==> src/rtl/counter_slot_arbiter.sv <==
// Shared WIDTH-bit interval counter arbitrated among NREQ requesters, with a sticky full-scale flag.
// Latency: grant 1 cycle after req in IDLE; counter shows 0..L, done pulses the cycle after L; one IDLE cycle between grants.
// Backpressure: none; req/req_len are sampled only in IDLE and held off while a run is active. Define COUNTER_SLOT_ARBITER_FIXED_PRIO_EN for lowest-index priority instead of round-robin.
module counter_slot_arbiter #(
  parameter int NREQ  = 4,
  parameter int WIDTH = 4
) (
  input  logic                    clk,
  input  logic                    reset,
  input  logic [NREQ-1:0]         req,
  input  logic [NREQ*WIDTH-1:0]   req_len,
  input  logic                    cancel,
  input  logic                    clr_ovf,
  output logic [NREQ-1:0]         grant,
  output logic                    busy,
  output logic [WIDTH-1:0]        counter_out,
  output logic [NREQ-1:0]         done,
  output logic                    overflow_out
);

  localparam int PW = (NREQ > 1) ? $clog2(NREQ) : 1;
  localparam logic [WIDTH-1:0] CNT_MAX = '1;

  typedef enum logic [1:0] {IDLE, RUN, DONE} state_t;

  state_t            state;
  logic [WIDTH-1:0]  len;
  logic              win_vld;
  logic [PW-1:0]     win_idx;
  logic [PW-1:0]     cand_idx;
  logic [NREQ-1:0]   win_oh;
  logic [WIDTH-1:0]  win_len;

`ifndef COUNTER_SLOT_ARBITER_FIXED_PRIO_EN
  // Index of the most recent winner; the search for the next winner starts just above it.
  logic [PW-1:0]     ptr;
`endif

  // Winner search: walk candidates from farthest to nearest so the nearest set request is written last.
  always_comb begin
    win_vld  = 1'b0;
    win_idx  = '0;
    cand_idx = '0;
`ifdef COUNTER_SLOT_ARBITER_FIXED_PRIO_EN
    for (int i = NREQ - 1; i >= 0; i--) begin
      cand_idx = PW'(i);
      if (req[cand_idx]) begin
        win_vld = 1'b1;
        win_idx = cand_idx;
      end
    end
`else
    for (int k = NREQ; k >= 1; k--) begin
      cand_idx = PW'((int'(ptr) + k) % NREQ);
      if (req[cand_idx]) begin
        win_vld = 1'b1;
        win_idx = cand_idx;
      end
    end
`endif
  end

  // Decode the winner index into a one-hot grant and pick out its length slice.
  always_comb begin
    win_oh  = '0;
    win_len = '0;
    for (int i = 0; i < NREQ; i++) begin
      if (PW'(i) == win_idx) begin
        win_oh[i] = 1'b1;
        win_len   = req_len[i*WIDTH +: WIDTH];
      end
    end
  end

  // Arbitration FSM with all outputs registered.
  always_ff @(posedge clk) begin
    if (reset) begin
      state        <= IDLE;
      grant        <= '0;
      busy         <= 1'b0;
      counter_out  <= '0;
      done         <= '0;
      overflow_out <= 1'b0;
      len          <= '0;
`ifndef COUNTER_SLOT_ARBITER_FIXED_PRIO_EN
      ptr          <= PW'(NREQ - 1);
`endif
    end else begin
      // Clear first so a set later in this block takes precedence.
      if (clr_ovf) begin
        overflow_out <= 1'b0;
      end
      case (state)
        IDLE: begin
          done <= '0;
          if (win_vld) begin
            state       <= RUN;
            grant       <= win_oh;
            busy        <= 1'b1;
            counter_out <= '0;
            len         <= win_len;
`ifndef COUNTER_SLOT_ARBITER_FIXED_PRIO_EN
            ptr         <= win_idx;
`endif
          end
        end
        RUN: begin
          if (cancel) begin
            state       <= IDLE;
            grant       <= '0;
            busy        <= 1'b0;
            counter_out <= '0;
          end else if (counter_out == len) begin
            state <= DONE;
            done  <= grant;
            // Full scale can only be reached on the final count, since len never exceeds CNT_MAX.
            if (counter_out == CNT_MAX) begin
              overflow_out <= 1'b1;
            end
          end else begin
            counter_out <= counter_out + 1'b1;
          end
        end
        DONE: begin
          state       <= IDLE;
          done        <= '0;
          grant       <= '0;
          busy        <= 1'b0;
          counter_out <= '0;
        end
        default: begin
          state       <= IDLE;
          done        <= '0;
          grant       <= '0;
          busy        <= 1'b0;
          counter_out <= '0;
        end
      endcase
    end
  end

endmodule

==> config.mk <==
export PLATFORM = sky130hd
export DESIGN_NAME = counter_slot_arbiter
export DESIGN_NICKNAME = d
export VERILOG_FILES = /design/src/rtl/counter_slot_arbiter.sv
export SDC_FILE = /design/constraint.sdc
export NUM_CORES = 1
export LEC_CHECK = 0
export BUFFER_PORTS_ARGS = -buffer_cell sky130_fd_sc_hd__buf_4
export CAP_MARGIN = 20
export CORE_MARGIN = 2
export CORE_UTILIZATION = 52
export CTS_BUF_LIST = sky130_fd_sc_hd__clkbuf_8
export CTS_CLUSTER_DIAMETER = 30
export DETAILED_ROUTE_END_ITERATION = 12
export PLACE_DENSITY = 0.82
export SLEW_MARGIN = 20
export SYNTH_ARGS = -nofsm -noshare
export SYNTH_HDL_FRONTEND = slang
export SYNTH_SLANG_ARGS = --single-unit
==> constraint.sdc <==
create_clock -name clk -period 1.9 [get_ports clk]
set_input_delay 0.19 -clock clk [delete_from_list [all_inputs] [get_ports clk]]
set_output_delay 0.19 -clock clk [all_outputs]
set_load 0.01 [all_outputs]
[After elaboration in Yosys (flattened, before gate mapping)]
Cells that the tools add are included.
Operators by class
  eq/ne operators: 10
  bitwise logic cells: 2
  multiplexer cells: 43
  reduce and logical (&&, ||, !) cells: 8
  multiply operators: 0
  magnitude comparators: 4
  add/subtract/negate cells: 5
  shift-type cells: 0
  divide/modulo/power cells: 0
Operators by type and width (count)
  $mux W4: 9
  $mux W1: 19
  $pmux W4 S2: 2
  $mux W2: 7
  $lt A2 B3 Y1 const B: 4
  $reduce_and A2 Y1: 5
  $bmux W1 S2: 4
  $ne A3 B3 Y1 const B: 2
  $add A2 B1 Y2 const B: 2
  $add A2 B2 Y2 const B: 2
  $add A4 B1 Y4 const B: 1
  $eq A2 B2 Y1 const A: 2
  $eq A4 B4 Y1: 1
  $eq A4 B4 Y1 const B: 1
  $logic_not A2 Y1: 2
  $ne A2 B2 Y1 const B: 2
  $pmux W2 S2: 1
  $eq A1 B2 Y1 const A: 1
  $eq A2 B1 Y1 const B: 1
  $not A1 Y1: 2
  $pmux W1 S2: 1
  $reduce_or A2 Y1: 1
Word-level totals
  flip-flop bits (word level): 22
  word-level logic and storage cells: 80
  memory bits (read-only): 0
  memory bits (writable): 0
  latch bits: 0
  input bits: 24
  output and inout bits: 14
  memories kept: 0

[Longest topological paths before layout]
Gate-level depths: netlist of run 1.
  word-level depth: 12
  gate-level depth with buffers: 7
  gate-level depth less buffers: 5

[Worst setup path before layout of run 1]
No wires, ideal clock.
  kind: flip-flop to flip-flop
  start point: reg ptr[1]
  end point: reg len[3]
  clock period less this slack: 1.639 ns
  cell stages (with the launch flop): 8
  data arrival time: 1.517 ns
  required time: 1.778 ns
  library setup time: 0.122 ns
  path buffers: 2
  setup slack: 0.261 ns
  cell sequence: dfxtp_1 > buf_4 > nand2_2 > a31oi_4 > o211ai_4 > buf_6 > mux2_1 > a221o_1
On the way
  longest elaborated chain between the ends: 12
  elaborated cells on any way between the ends: 29
  classes of those cells: add/sub: 4; eq/ne: 3; mux: 20; reduce/logical: 2
RTL lines
  start: declaration: line 36  | logic [PW-1:0] ptr;
  start signal: assignment: line 86  | ptr <= PW'(NREQ - 1);
  start signal: assignment: line 103  | ptr <= win_idx;
  $add A2 B1 Y2: line 54  | cand_idx = PW'((int'(ptr) + k) % NREQ);
  $bmux W1 S2: line 55  | if (req[cand_idx]) begin
  $mux W1 (not written as such): line 55
  $mux W2 (4 in a row): line 55
  $logic_not A2 Y1: line 68  | if (PW'(i) == win_idx) begin
  $mux W4 (4 in a row): line 68
  end signal: assignment: line 101  | len <= win_len;
  end: declaration: line 27  | logic [WIDTH-1:0] len;
Several ways; a longest one is shown, not always the timed one. The select of a mux whose other input is x is not followed.
A chain may end at the register's enable or synchronous reset.

[Worst setup path in the final report of run 1]
  start point: reg ptr[1]
  end point: reg len[2]
Same word-level chain as after synthesis.

==> results of run 1 <==
metrics by stage:
step           hold WS [ps]  instances  worst slack (ps)   util  power, mW
2_1_floorplan           361        120               261      -      0.801
3_3_place_gp            441        184               143  0.681      0.912
3_5_place_dp            447        184              28.3  0.681      0.932
4_1_cts                 239        188              18.0  0.706       1.26
5_1_grt                 251        191              27.4  0.721       1.35
6_report                249        191               102  0.721       1.28
sequential cells by signal (all words and copies together), names as in the netlist:
signal,flops
busy,1
overflow_out,1
state,2
counter_out,4
ptr,2
len,4
done,4
grant,4
cells in the final DEF (no fill, tap or decap), drive strengths merged, types with 2 or more instances in the layout:
| cell | n |
|---|---|
| mux2 | 8 |
| o41ai | 2 |
| dfxtp | 22 |
| a32o | 2 |
| nor3 | 4 |
| a221o | 4 |
| inv | 2 |
| nor2b | 3 |
| nor2 | 14 |
| and3b | 4 |
| xor2 | 4 |
| a211o | 2 |
| nand2 | 10 |
| o211ai | 2 |
| nand2b | 2 |
| mux2i | 9 |
| buf | 44 |
| a21oi | 5 |
| clkbuf | 4 |
| or3b | 2 |
power breakdown:
group | total (mW) | internal [mW] | switching, mW
Sequential | 0.548 | 0.505 | 0.0427
Combinational | 0.403 | 0.209 | 0.194
Clock | 0.331 | 0.184 | 0.147
Total | 1.28 | 0.898 | 0.384
cells in the mapped netlist, types with 2 or more instances:
| cell type | count |
|---|---|
| nand2_1 | 9 |
| nor2_1 | 14 |
| mux2i_1 | 9 |
| clkbuf_1 | 2 |
| nor2b_1 | 3 |
| a221o_1 | 4 |
| mux2_2 | 3 |
| nor3_1 | 4 |
| or3b_2 | 2 |
| a211o_1 | 2 |
| mux2_1 | 5 |
| a21oi_1 | 4 |
| o41ai_1 | 2 |
| xor2_1 | 4 |
| and3b_1 | 4 |
| nand2b_1 | 2 |
| a32o_1 | 2 |
| inv_1 | 2 |
| dfxtp_1 | 22 |
worst reg2reg max path, delay by kind of cell, from the launching register on:
kind | cells | cell delay [ps]
mux | 1 | 380
flops | 1 | 470
compound gates | 2 | 660
simple gates | 1 | 180
area by class of cell:
cell class	count	area, sq um
repair buffers	44	330
flip-flops and latches	22	440
inverters	2	7.51
well taps	28	35.0
clock buffers	4	55.1
multi-input cells	91	697
fillers	169	604
worst max-delay path by stage:
| stage | from | end | slack [ps] | cells past startpoint |
|---|---|---|---|---|
| floorplan | ptr[1] | len[3] | 260 | 7 |
| global placement | ptr[1] | len[1] | 140 | 4 |
| detailed placement | ptr[1] | len[2] | 30 | 4 |
| global route | ptr[1] | len[2] | 30 | 4 |
| finish | ptr[1] | len[2] | 100 | 4 |
| CTS | ptr[1] | len[2] | 20 | 4 |
routing by layer:
metal	up-vias	part of all wire	wire [microns]
met1	543	0.41	1240
met4	0	0.010	31
li1	530	-	-
met5	-	0	0
met3	4	0.035	105
met2	35	0.54	1630
what timing repair did:
action,CTS,global route
buffers inserted,0,2
resized for setup,0,1
setup endpoints to repair,0,4
kinds of logic after synthesis:
kind of cell,count (synthesis)
adders and majority gates,1
buffers and inverters,8
DFF,22
muxes,17
xor gates and xnor gates,4
AOI/OAI and AO/OA,21
and+or+nand+nor,47
==> metrics.yaml, run 1 <==
tns_ps: 0
synthAdderAreaFrac: 0.0108
postSynthAreaPerCell_sq_um: 9.70
clk_pin_slew_ps: 80
clk_latency_ps: 260
finalNetCount: 189
slowest_delay_ps: 470
max_slew.worst_pin.slew_ps: 509
ys_ff_latch: 22
grt_util_met1: 0.294
final_area_sq_mm: 0.00157
core_sq_mm: 0.00217
outcome: "complete, no violations"
drt-total-wl_microns: 3010
port_buffers: 37
die_x_microns: 51.3
final_antenna_net_count: 0
crit_family: "compound AO/OA/AOI/OAI gates"
slew-limit-headroom: 0.658
numCtsBuffers: 3
antenna_found_initial: 0
pin_count: 38
grt_pass1_wl_microns: 4770
r2r-start: "ptr[1]"
synth_area_leaders: "dfxtp_1 (38%), mux2i_1 (7.7%), mux2_1 (4.8%)"
drive_gt1_frac: 0.368
drt-initial-drc-count: 22
gp_congestion: 0.792
cap_violations: 0
num_rows: 17
die_area_sq_mm: 0.00263
synth_top_family_by_area: "simple AND/OR/NAND/NOR gates"
grt_util_met2: 0.437
cts.path.max_buffers: 2
synth-edff-count: 0
cts.sinks: 22
syn_to_final_growth_pct: 34.5
synth_largest_area_cell: "dfxtp_1"
synthMuxAreaShare: 0.155
cp.required_ps: 2040
ys_types: 40
synth_area_sq_mm: 0.00116
yosysSeqAreaShare: 0.378
r2r-end: "len[2]"
synthXorXnorAreaFrac: 0.0301
via_count: 1112
cts_hold_buf: 0
yosys.area_share.simple: 0.214
grt_max_degree: 18
p_leak_nw: 0.743
cts_tree: "yes"
gr-total-overflow: 0
ctsHtreeMaxLevel: 1
synthCells: 120
post-route-period-util: 0.946
synth_compound_area_frac: 0.174
synthArstFlopShare: 0
ys.flop_type: "dfxtp_1"
r2r_slack_ps: 100
n_antenna_cell: 0
dp_hpwl_microns: 2230
finalSetupViolCount: 0
ys_warn_count: 0
grt_pass1_vias: 1031
worstRegToRegCells: 4
slowest_stage: "dfxtp_1"
placed_cell_area_sq_mm: 0.00148
clock_skew_ps: 4.87
use_met3: 0.0351
root_buffer: "clkbuf_8"
fmax_mhz: 556
period_minus_slack_ps: 1800
wl_per_cell_microns: 15.7
synth_top_area_frac: 0.378
grt_usage: 0.245
dieHeight_microns: 51.3
viasPerCell: 5.82
min_path_cells: 4
busiest_layer: "met2"
rsz0062_at_grt: "no"
cp_max_fo: 7
drc: 0
critPathCaptureType: "flip-flop"
ir_worst_vdd_uv: 524
worst_hold_startpoint: "clr_ovf"
critPathArrivalTime_ps: 1940
critical_path_class: "reg2reg"
start_util: 0.536
cp_cell_sequence: "nand2_1, o211ai_4, mux2_2, a221o_1"
hold_class: "in2reg"
syn_nets: 145
finalHoldViolCount: 0
cp_num_buf_inv: 0
power_density_mw_per_mm2: 819
min_to: "overflow_out"
drt_pass1_iterations: 4
slew_violations: 0
worst_setup_path_start_kind: "flip-flop"
Power figures use the tool's default switching activity.
==> run 2: changes to the inputs <==
--- a/config.mk
+++ b/config.mk
@@ -5,14 +5,14 @@
 export SDC_FILE = /design/constraint.sdc
 export NUM_CORES = 1
 export LEC_CHECK = 0
-export BUFFER_PORTS_ARGS = -buffer_cell sky130_fd_sc_hd__buf_4
+export BUFFER_PORTS_ARGS = -buffer_cell sky130_fd_sc_hd__buf_2
 export CAP_MARGIN = 20
 export CORE_MARGIN = 2
-export CORE_UTILIZATION = 52
+export CORE_UTILIZATION = 56
 export CTS_BUF_LIST = sky130_fd_sc_hd__clkbuf_8
 export CTS_CLUSTER_DIAMETER = 30
 export DETAILED_ROUTE_END_ITERATION = 12
-export PLACE_DENSITY = 0.82
+export PLACE_DENSITY = 0.87
 export SLEW_MARGIN = 20
 export SYNTH_ARGS = -nofsm -noshare
 export SYNTH_HDL_FRONTEND = slang
==> constraint.sdc (replaced) <==
create_clock -name clk -period 2.2 [get_ports clk]
set_input_delay 0.22 -clock clk [delete_from_list [all_inputs] [get_ports clk]]
set_output_delay 0.22 -clock clk [all_outputs]
set_load 0.01 [all_outputs]
==> metrics.yaml, run 2 (synthesized netlist as in run 1, its figures left out) <==
num_rows: 16
cap_violations: 0
viasPerCell: 5.93
grt_pass1_wl_microns: 5000
rsz0062_at_grt: "no"
slew_violations: 0
mostFrequentLayoutCell: "buf_2"
gr-total-overflow: 0
post_cts_buffers: 0
cts_resized: 0
period_minus_slack_ps: 1870
p_leak_nw: 0.696
tns_ps: 0
cts_tree: "yes"
gp_congestion: 0.783
worst_setup_path_start_kind: "flip-flop"
clk_latency_ps: 260
finalHoldViolCount: 0
antenna_found_initial: 0
dieHeight_microns: 49.6
clk_pin_slew_ps: 80
dp_hpwl_microns: 2160
slew-limit-headroom: 0.650
final_cell_mix: "buf_2 (37), dfxtp_1 (22), nor2_1 (14)"
final_area_sq_mm: 0.00143
port_buffers: 37
outcome: "complete, no violations"
numCtsBuffers: 3
die_x_microns: 49.6
finalSetupViolCount: 0
fmax_mhz: 535
drive_gt1_frac: 0.333
ctsHtreeMaxLevel: 1
cp_max_fo: 6
pin_count: 38
critical_path_class: "reg2reg"
wl_per_cell_microns: 15.5
cts.path.max_buffers: 2
root_buffer: "clkbuf_8"
drt-initial-drc-count: 26
max_slew.worst_pin.slew_ps: 523
drt_pass1_iterations: 5
via_count: 1085
drt-total-wl_microns: 2840
hold_class: "in2reg"
ir_worst_vdd_uv: 504
syn_to_final_growth_pct: 22.5
final_antenna_net_count: 0
finalPower_mw: 1.14
grt_max_degree: 18
cp.required_ps: 2350
n_antenna_cell: 0
post-route-period-util: 0.850
die_area_sq_mm: 0.00246
critPathArrivalTime_ps: 2020
grt_usage: 0.257
cts_hold_buf: 0
cts.sinks: 22
start_util: 0.593
critPathCaptureType: "flip-flop"
clock_skew_ps: 1.08
placed_cell_area_sq_mm: 0.00135
finalNetCount: 182
grt_pass1_vias: 1127
power_density_mw_per_mm2: 801
drc: 0
core_sq_mm: 0.00196
run 2: area by class of cell:
class / count / area, sq um
Clock buffer: 3 / 41.3
Clock inverter: 1 / 30.0
Fill cell: 158 / 537
Inverter: 2 / 7.51
Multi-Input combinational cell: 90 / 679
Sequential cell: 22 / 440
Tap cell: 27 / 33.8
Timing Repair Buffer: 38 / 193
run 2: worst paths after layout:
path                            slack, ps  cells past startpoint           end           start
worst max-delay path                  330                      5       done[1]  counter_out[0]
worst min-delay path                  240                      4  overflow_out         clr_ovf
worst max register to register        330                      5       done[1]  counter_out[0]
worst min register to register        470                      1          busy            busy
run 2: worst max-delay path: stages (launching register included):
cell and delay, ps:
dfxtp_1 450, xor2_1 110, nor4_1 410, nor2b_1 450, mux2i_1 260, nor2_1 80
run 2: layer usage:
layer | global-route usage | share of wire | vias to the layer above
met2 | 0.469 | 0.51 | 45
met5 | 0 | 0 | -
li1 | - | - | 512
met1 | 0.304 | 0.42 | 519
met4 | 0.0926 | 0.021 | 0
met3 | 0.0333 | 0.047 | 9
run 2: power by group:
part / leakage [nW] / switching [mW] / total (mW) / internal [mW]
Sequential: 0.180 / 0.0395 / 0.475 / 0.436
Clock: 0.0357 / 0.131 / 0.374 / 0.243
Combinational: 0.480 / 0.154 / 0.292 / 0.139
run 2: through the flow:
| step | utilization | worst slack (ps) | hold slack, ps | instances |
|---|---|---|---|---|
| finish | 0.726 | 330 | 240 | 183 |
| global route | 0.726 | 170 | 250 | 183 |
| CTS | 0.726 | 372 | 242 | 183 |
| detailed placement | 0.690 | 294 | 457 | 179 |
| global placement | 0.690 | 407 | 432 | 179 |
| floorplan | - | 561 | 391 | 120 |
